$ cat config.mk
export PLATFORM = sky130hd
export DESIGN_NAME = mac_seq_ctrl
export DESIGN_NICKNAME = d
export VERILOG_FILES = /design/src/rtl/mac_seq_ctrl.sv
export SDC_FILE = /design/constraint.sdc
export NUM_CORES = 1
export LEC_CHECK = 0
export CAP_MARGIN = 40
export CORE_UTILIZATION = 55
export DETAILED_ROUTE_END_ITERATION = 7
export PLACE_DENSITY = 0.76
export SETUP_SLACK_MARGIN = 0.05
export SYNTH_ARGS = -nofsm -noshare
export SYNTH_HDL_FRONTEND = slang
export SYNTH_SLANG_ARGS = --single-unit
$ cat constraint.sdc
create_clock -name clk -period 3.95 [get_ports clk]
set_clock_uncertainty 0.05 [all_clocks]
set_input_delay 0.79 -clock clk [delete_from_list [all_inputs] [get_ports clk]]
set_output_delay 0.79 -clock clk [all_outputs]
set_load 0.01 [all_outputs]
$ cat src/rtl/mac_seq_ctrl.sv
// mac_seq_ctrl: sequenced multiply-accumulate controller.
// Accepts len unsigned 8x8 operand pairs and sums their products into a
// 16-bit accumulator (modulo 2^16) with a sticky carry-out flag. The result
// is presented with a valid/ready handshake.
// Datapath: operand handshake -> product register (_p1) -> accumulator (_p2).
module mac_seq_ctrl #(
  parameter int LEN_W = 8
) (
  input  logic             clk,
  input  logic             rst_n,
  input  logic             start,
  input  logic [LEN_W-1:0] len,
  input  logic             in_valid,
  output logic             in_ready,
  input  logic [7:0]       a,
  input  logic [7:0]       b,
  output logic             out_valid,
  input  logic             out_ready,
  output logic [15:0]      acc_out,
  output logic             ovf,
  output logic             busy
);

  typedef enum logic [1:0] {
    IDLE = 2'd0,
    RUN  = 2'd1,
    DONE = 2'd2
  } state_e;

  state_e           state;
  logic [LEN_W-1:0] len_r;
  logic [LEN_W-1:0] issue_cnt;
  logic [LEN_W-1:0] acc_cnt;
  logic [LEN_W-1:0] issue_nxt;
  logic [LEN_W-1:0] acc_nxt;
  logic             hs_p0;
  logic [15:0]      mul_p0;
  logic [15:0]      prod_p1;
  logic             vld_p1;
  logic [15:0]      acc_p2;
  logic [16:0]      sum_p2;

  // 16-bit Kogge-Stone adder, carry-in tied to zero; returns {cout, sum}.
  function automatic logic [16:0] ks_add16(input logic [15:0] x, input logic [15:0] y);
    logic [15:0] p;
    logic [15:0] g;
    logic [15:0] gp;
    logic [15:0] gn;
    logic [15:0] pn;
    p  = x ^ y;
    g  = x & y;
    gp = p;
    for (int d = 1; d < 16; d = d * 2) begin
      gn = g;
      pn = gp;
      for (int i = 0; i < 16; i++) begin
        if (i >= d) begin
          gn[i] = g[i] | (gp[i] & g[i-d]);
          pn[i] = gp[i] & gp[i-d];
        end
      end
      g  = gn;
      gp = pn;
    end
    // g[i] now holds the group generate of bits [i:0], i.e. the carry into bit i+1.
    ks_add16 = {g[15], p ^ {g[14:0], 1'b0}};
  endfunction

  // Stage p0: operand handshake and combinational product.
  assign hs_p0     = in_valid && in_ready;
  assign mul_p0    = 16'(a) * 16'(b);
  assign issue_nxt = issue_cnt + 1'b1;

  // Stage p1 -> p2: registered product folded into the accumulator.
  assign sum_p2    = ks_add16(acc_p2, prod_p1);
  assign acc_nxt   = acc_cnt + 1'b1;

  assign acc_out   = acc_p2;

  // Sequencing FSM together with the product and accumulator pipeline registers.
  always_ff @(posedge clk or negedge rst_n) begin
    if (!rst_n) begin
      state     <= IDLE;
      len_r     <= '0;
      issue_cnt <= '0;
      acc_cnt   <= '0;
      prod_p1   <= '0;
      vld_p1    <= 1'b0;
      acc_p2    <= '0;
      ovf       <= 1'b0;
      in_ready  <= 1'b0;
      out_valid <= 1'b0;
      busy      <= 1'b0;
    end else begin
      case (state)
        IDLE: begin
          vld_p1 <= 1'b0;
          if (start) begin
            len_r     <= len;
            issue_cnt <= '0;
            acc_cnt   <= '0;
            acc_p2    <= '0;
            ovf       <= 1'b0;
            busy      <= 1'b1;
            if (len == '0) begin
              state     <= DONE;
              out_valid <= 1'b1;
            end else begin
              state     <= RUN;
              in_ready  <= 1'b1;
            end
          end
        end

        RUN: begin
          vld_p1 <= hs_p0;
          if (hs_p0) begin
            prod_p1   <= mul_p0;
            issue_cnt <= issue_nxt;
            in_ready  <= (issue_nxt < len_r);
          end
          if (vld_p1) begin
            acc_p2  <= sum_p2[15:0];
            ovf     <= ovf | sum_p2[16];
            acc_cnt <= acc_nxt;
            if (acc_nxt == len_r) begin
              state     <= DONE;
              out_valid <= 1'b1;
              in_ready  <= 1'b0;
            end
          end
        end

        DONE: begin
          vld_p1 <= 1'b0;
          if (out_ready) begin
            state     <= IDLE;
            out_valid <= 1'b0;
            busy      <= 1'b0;
          end
        end

        default: begin
          state     <= IDLE;
          vld_p1    <= 1'b0;
          in_ready  <= 1'b0;
          out_valid <= 1'b0;
          busy      <= 1'b0;
        end
      endcase
    end
  end

endmodule

Yosys cells after proc, flatten, opt, wreduce, memory -nomap -nowiden
Cells that the tools add are included.
Cells by class
  equal/unequal tests: 10
  magnitude comparators: 1
  multiply operators: 1
  bitwise gates (word level): 138
  add/sub/neg operators: 2
  reductions and logical operators: 12
  multiplexer cells: 32
Operators with widths (count)
  AND 1 bit: 83
  bitwise OR 1 bit: 50
  two-way mux 16 bit: 2
  case mux 16 bit (2 select lines): 1
  case mux 8 bit (2 select lines): 2
  XOR 16 bit: 2
  two-way mux 8 bit: 3
  adder 8 x 1 -> 8 bit, second input constant: 2
  AND 16 bit: 1
  multiplier 8 x 8 -> 16 bit: 1
  two-way mux 1 bit: 14
  != test 2 bit, second input constant: 7
  AND reduction 3 bit: 4
  two-way mux 2 bit: 5
  case mux 1 bit (3 select lines): 3
  == test 8 bit: 1
  zero test 8 bit: 1
  < comparator 8 bit: 1
  case mux 2 bit (3 select lines): 1
  AND reduction 5 bit: 1
  AND reduction 2 bit: 2
  AND reduction 4 bit: 1
  == test 2 x 1 -> 1 bit, second input constant: 1
  == test 2 bit, second input constant: 1
  other kinds (5): 6
Storage, ports and cells
  flip-flop bits (word level): 63
  input port bits: 29
  output and inout bits: 20

Logic depth before layout (Yosys ltp)
Gate-level depths: netlist of the first run.
  depth after elaboration: 12
  depth in mapped cells: 16

Worst setup path after synthesis of the first run
Ideal clock, no wire load.
  kind: input-to-reg
  start: input port a[2]
  end: register prod_p1[13]
  slack: -0.693 ns
  stages on the path: 14
  arrival: 4.497 ns
  library setup time: 0.095 ns
  cell sequence: and2_1 fa_1 fa_1 fa_1 inv_1 fa_1 inv_1 ha_1 or2_2 a21o_1 o211a_1 o21a_1 o21a_1 o31ai_1
Between the ends
  word-level cells in the longest chain between the ends: 1
RTL lines
  start, declared: line 15  | input logic [7:0] a,
  multiplier 8 x 8 -> 16 bit: line 71  | assign mul_p0 = 16'(a) * 16'(b);
  end signal, assigned: line 118  | prod_p1 <= mul_p0;
  end, declared: line 38  | logic [15:0] prod_p1;
No other way between the ends.
A chain may end at the register's enable or synchronous reset.

Worst setup path after layout of the first run
  start: input port a[4]
  end: register prod_p1[13]
Same word-level chain as after synthesis.

==> metrics, run 1 <==
CP required=around 4.2 ns; leading area contributor after synthesis=dfrtp_1; area occupied by multi-input gates=around 4000 um2; vias=4859; run status=finished, violations left; CTS Buffer Depth=2; Ports=49; final hold vios=0; GP Congestion=0.8856; mux cell area share after synthesis=0.3754%; CTS tree=yes; maxcap violations=0; Slew headroom=57.81%; first-pass GRT wire length=approximately 22000 um; Mean Syn Cell Area=~9 um2; clock sinks=63; switching share of power=42.61%; asr flop ratio synth=100.0%; largest net degree at the start of global routing=34; Pint=2.534 mW; P_leak=3.555 nW; Cell variety after synth=50; most numerous cell in the Yosys netlist=nand2_1; initial core utilization=a little under three fifths; fillers=slightly above 700; Clk Tree Root Cell=clkbuf_8; total power draw=4.415 mW; failing checks=setup timing; Peak VDD IR=313.3 uV; setup slack, reg-to-reg=1.22 ns; largest cells by area after synthesis=dfrtp_1 28%, ha_1 13%, fa_1 13%; Final setup violation count=7; P_sw=around 1.9 mW; Nets=858; core box area=9864 um2; Post-Syn Nets=759; Overflow after GRT=0; post-synthesis simple-gate area fraction=18.99%; vias in the first global route=4959; CP endpoint kind=flop; worst reg2reg path depth=8; critical path startpoint category=primary input; RR Startpoint=acc_out[0]; CP Max Fanout=5; Clock Latency Late Sink=0.36 ns; H-tree depth=3; Via density=roughly 5.6; Mapped Area=5665 um2; Reg area=1577 um2; Tmin final=4.235 ns; Top FF cell, synth=dfrtp_1; antenna violations before repair=0; metal1 wirelength=5750 um; post-DR wirelength/cell=15.61 um; CP Launch Point=a[4]; met3 wire len=474 um; area growth from synthesis to layout=26.15%; number of synthesis warnings=0; WS Path Type=primary input to flop; Detailed Route Iter0 Violations=164; DRC Markers=0; placed insts=850; Worst EP arrival=4.44 ns; xor and xnor area share after synthesis=under 10%; n_diodes=0; largest family of logic cells by synthesized area=adder cells; Post-DP HPWL=10520 um; PD cells=617.7 nW/um2; share of cells above drive strength 1=18.75%; final worst path period share=107.2%; register area share after synthesis=~28%; Pre-antenna DRT Iters=5; worst hold-check path type=primary input to asynchronous set/reset pin; combinational cell fraction of total power=60.7%; metal2 WL=6935 um; PnR worst setup slack=-0.2846 ns; DIE HEIGHT=around 100 um; final wirelength=13570 um; Clk network pwr share=14.5%; FF+latch count, synth=63; CTS hold repair buffers=0; GRT Resource Usage Total=between 20% and 30%; CTS Buf Count=9; cells after synthesis=632; RSZ-0062 raised after global routing=true; max frequency=between 200 and 250 MHz; sequential share of power=24.8%; post-synth top area share=27.83%; non-filler cells in the finished layout=869; top sig layer=met4; # rows=36; number of flops mapped to enable cells by yosys=0; Final ANT Viol Nets=0; Post-Synth Adder-Cell Area=a little over a quarter; overall die area=10710 um2; clk slew on worst S/H paths=0.09 ns; Compound-Gate Fraction of Synth Area=15.88%; worst slew pin tran=0.6313 ns; Slew Viols, Final=0; die width=103.5 um; synth cell count leaders=79 x nand2_1, 63 x dfrtp_1, 62 x o21ai_0; Port Buffers=48; R2R Path End=acc_out[10]
-- cells in the final DEF (no fill, tap or decap), drive strengths merged, types with 20 or more instances in the layout --
cell	instances
a21oi	26
fa	37
nor2	26
ha	61
xor2	20
buf	66
dfrtp	63
inv	61
and2	54
o21ai	65
clkdlybuf4s50	31
nand2	79
-- worst max-delay path, stage by stage --
cell and delay, ns:
buf_6 0.11, and2_1 0.18, fa_1 0.55, fa_1 0.43, fa_1 0.50, inv_1 0.05, fa_1 0.49, inv_2 0.04
ha_4 0.15, or3_4 0.40, o211a_1 0.23, o21a_1 0.17, o21a_1 0.17, o31ai_1 0.18
-- worst max path at each step --
stage	endpoint	slack (ns)	depth (start not counted)
floorplan	prod_p1[13]	-0.40	13
global placement	prod_p1[13]	-1.16	14
detailed placement	prod_p1[13]	-1.28	16
CTS	prod_p1[13]	-0.35	14
global route	prod_p1[13]	-0.39	14
finish	prod_p1[13]	-0.28	14
-- power groups by stage --
| stage | Sequential (mW) | Combinational (mW) | Clock [mW] |
|---|---|---|---|
| floorplan | 1.05 | 1.65 | 0 |
| global placement | 1.09 | 2.36 | 0 |
| detailed placement | 1.09 | 2.46 | 0 |
| CTS | 1.09 | 2.53 | 0.647 |
| global route | 1.12 | 2.99 | 0.670 |
| finish | 1.09 | 2.68 | 0.641 |
-- per-layer routing --
| layer | GRT usage, % | up-vias |
|---|---|---|
| met3 | 3.696 | 30 |
| met2 | 47.33 | 105 |
| met1 | 34.16 | 2383 |
| met4 | 11.70 | 0 |
| li1 | - | 2341 |
| met5 | 0 | - |
-- area by class of cell --
| type | count | area share, % |
|---|---|---|
| Sequential cell | 63 | 22.06 |
| Multi-Input combinational cell | 496 | 56.46 |
| Clock inverter | 5 | 1.138 |
| Tap cell | 133 | 2.328 |
| Inverter | 61 | 3.204 |
| Timing Repair Buffer | 100 | 12.83 |
| Clock buffer | 11 | 1.978 |
-- cells by family after synthesis --
family / Yosys count
and+or+nand+nor: 215
AOI/OAI and AO/OA: 146
adders and majority gates: 98
buffers and inverters: 73
DFF: 63
xor gates and xnor gates: 35
muxes: 2
-- what timing repair did --
item	in CTS	in global routing
buffers inserted	1	3
endpoints found under the setup margin	11	9
resized for setup	92	40
pin swaps	17	32
-- through the flow --
| step | hold slack [ns] | setup TNS (ns) | instance area [um2] | setup slack [ns] | utilization, % |
|---|---|---|---|---|---|
| finish | 0.3119 | -1.323 | 7147 | -0.2846 | 72.45 |
| global route | 0.3508 | -2.159 | 7147 | -0.3871 | 72.45 |
| CTS | 0.3301 | -1.569 | 6995 | -0.3543 | 70.92 |
| detailed placement | 0.4442 | -11.54 | 6726 | -1.279 | 68.19 |
| global placement | 0.4199 | -10.73 | 6699 | -1.162 | 67.91 |
| floorplan | 0.3928 | -1.620 | 5749 | -0.4002 | - |
-- state kept, by name, indices dropped and copies added, names as in the netlist --
signal and flops:
acc_out 16, prod_p1 16, acc_cnt 8, issue_cnt 8
len_r 8, state 2, busy 1, in_ready 1
out_valid 1, ovf 1, vld_p1 1
(Power assumes the default switching activity.)
==> run 2: changes to the inputs <==
--- a/config.mk
+++ b/config.mk
@@ -7,6 +7,7 @@
 export LEC_CHECK = 0
 export CAP_MARGIN = 40
 export CORE_UTILIZATION = 55
+export CTS_CLUSTER_SIZE = 24
 export DETAILED_ROUTE_END_ITERATION = 7
 export PLACE_DENSITY = 0.76
 export SETUP_SLACK_MARGIN = 0.05
==> results of run 2 <==
Final layout, timing and power as in run 1 (identical DEF).
==> run 3: changes to the inputs <==
--- a/config.mk
+++ b/config.mk
@@ -9,8 +9,10 @@
 export CORE_UTILIZATION = 55
 export CTS_CLUSTER_SIZE = 24
 export DETAILED_ROUTE_END_ITERATION = 7
+export GPL_TIMING_DRIVEN = 0
 export PLACE_DENSITY = 0.76
 export SETUP_SLACK_MARGIN = 0.05
+export SLEW_MARGIN = 30
 export SYNTH_ARGS = -nofsm -noshare
 export SYNTH_HDL_FRONTEND = slang
 export SYNTH_SLANG_ARGS = --single-unit
==> run 3 against run 2 <==
Global-route usage fell by 1.0 points. Via count fell by 2.0%. Hold slack lost 0.034 ns. First-iteration DRC count rose by 4.3%. Setup slack worse by 0.050 ns. Largest power group unchanged. The run still ends with setup timing left. Power decreased by 0.49%. Critical path depth grew 1. Highest routed layer unchanged.
==> metrics, run 3 (synthesized netlist as in run 1, its figures left out) <==
Setup TNS=-1.733 ns (-0.4106 ns); Post-DP HPWL=10160 um (-3.5%); Final ANT Viol Nets=0 (unchanged); final worst path period share=108.5% (+1.3 points); DRC Markers=0 (unchanged); area growth from synthesis to layout=22.06%; final wirelength=13430 um (-1.0%); Peak VDD IR=422.9 uV (+35%); CP Max Fanout=7 (+2); Slew headroom=63.13% (+5.3 points); Final setup violation count=7 (unchanged); Worst EP arrival=4.48 ns (+0.04 ns); PD cells=635.3 nW/um2 (+2.8%); CP required=4.15 ns (about the same); worst hold-check path type=primary input to asynchronous set/reset pin; WS Path Type=primary input to flop; clk slew on worst S/H paths=0.07 ns (-0.02 ns); CTS Buffer Depth=2 (unchanged); RSZ-0062 raised after global routing=true; run status=finished, violations left; placed insts=814 (-4.2%); maxcap violations=0 (unchanged); initial core utilization=57.43% (unchanged); Overflow after GRT=0 (unchanged); GRT Resource Usage Total=26.26% (-1.0 points); Port Buffers=48 (unchanged); P_leak=3.375 nW (-5.1%); worst slew pin tran=0.5531 ns (-0.07826 ns); critical path startpoint category=primary input; first-pass GRT wire length=21660 um (-3.4%); CTS hold repair buffers=0 (unchanged); n_diodes=0 (unchanged); vias in the first global route=4756 (-4.1%); Clock Latency Late Sink=0.34 ns (-0.02 ns); vias=4761 (-2.0%); share of cells above drive strength 1=13.56% (-5.2 points); commonest cells after routing, fill and taps aside=76 x nand2_1, 63 x dfrtp_1, 56 x inv_1, 56 x ha_1, 54 x o21ai_0; RR Startpoint=acc_out[0]; Ports=49 (unchanged); worst reg2reg path depth=8 (unchanged); Nets=830 (-3.3%); Pre-antenna DRT Iters=4 (-1); CTS tree=yes; CP Launch Point=a[4]; Tmin final=4.284 ns (+0.04973 ns); H-tree depth=3 (unchanged); worst hold margin=0.2784 ns (-0.03352 ns); antenna violations before repair=0 (unchanged); clock sinks=63 (unchanged); PnR worst setup slack=-0.3344 ns (-0.04973 ns); commonest non-fill, non-tap cell in the layout=nand2_1; Via density=5.661 (+1.2%); Clk Tree Root Cell=clkbuf_8; max frequency=233.4 MHz (-1.2%); overall die area=10710 um2 (unchanged); failing checks=setup timing; non-filler cells in the finished layout=841 (-3.2%); # rows=36 (unchanged); post-DR wirelength/cell=15.96 um (+2.2%); die width=103.5 um (unchanged); CTS Buf Count=9 (unchanged); total power draw=4.393 mW (-0.49%); core box area=9864 um2 (unchanged); Slew Viols, Final=0 (unchanged); final hold vios=0 (unchanged); GP Congestion=0.8788 (-0.77%); CP endpoint kind=flop; DIE HEIGHT=103.5 um (unchanged); largest net degree at the start of global routing=45 (+32%); Detailed Route Iter0 Violations=171 (+4.3%)
[run 3: changes by cell type in the layout (fill, tap and decap cells not counted), moves of 3 or more]
| cell | previous run | this run |
|---|---|---|
| buf_2 | 5 | 1 |
| buf_4 | 47 | 13 |
| buf_6 | 7 | 10 |
| clkbuf_1 | 1 | 12 |
| inv_1 | 53 | 56 |
| inv_2 | 8 | 5 |
[run 3: area by class of cell]
class / instances / area, um2
Multi-Input combinational cell: 496 / 4066
Tap cell: 133 / 166.4
Buffer: 12 / 52.55
Fill cell: 729 / 2949
Sequential cell: 63 / 1577
Clock inverter: 5 / 81.33
Clock buffer: 11 / 141.4
Inverter: 61 / 229.0
Timing Repair Buffer: 60 / 601.8
[run 3: layer usage]
layer / GRT usage, % / share of wire [%]
met1: 32.60 / 42
met2: 46.00 / 52
met5: 0 / 0
met4: 9.534 / 1.7
met3: 4.435 / 3.6
[run 3: worst paths after layout]
check                               to  slack, ns
max in group asynchronous   prod_p1[5]       3.04
min                         acc_cnt[7]       0.28
max                        prod_p1[13]      -0.33
min in group clk            prod_p1[0]       0.43
max reg2reg                acc_out[10]       1.16
min reg2reg                 prod_p1[0]       0.43
[run 3: what timing repair did]
action                     in CTS  in global routing
gates cloned                    0                  0
setup buffers                   6                  5
pin swaps                      14                 17
resized for setup             108                 29
hold endpoints to repair        0                  0
setup endpoints to repair      11                  9
[run 3: stage by stage]
stage / util (%) / area (um2) / setup slack (ns)
CTS: 68.56 / 6763 / -0.3732
finish: 70.10 / 6915 / -0.3344
detailed placement: 65.02 / 6414 / -1.340
global route: 70.10 / 6915 / -0.4516
global placement: 64.84 / 6396 / -1.252
floorplan: - / 5749 / -0.4002
[run 3: worst max-delay path, cell delays in order]
cell,delay [ns]
buf_8,0.11
and2_4,0.15
fa_1,0.51
fa_1,0.51
fa_1,0.49
inv_1,0.05
fa_1,0.49
inv_2,0.04
ha_4,0.22
or2_4,0.24
a21o_1,0.20
o211a_1,0.13
o21a_1,0.19
o21a_1,0.18
o31ai_2,0.18
[run 3: where the power goes]
| part | leakage (nW) | switching (mW) | total [mW] | internal, mW |
|---|---|---|---|---|
| combinational | 2.44 | 1.45 | 2.69 | 1.24 |
| clock | 0.110 | 0.256 | 0.629 | 0.373 |
| sequential | 0.829 | 0.208 | 1.08 | 0.868 |
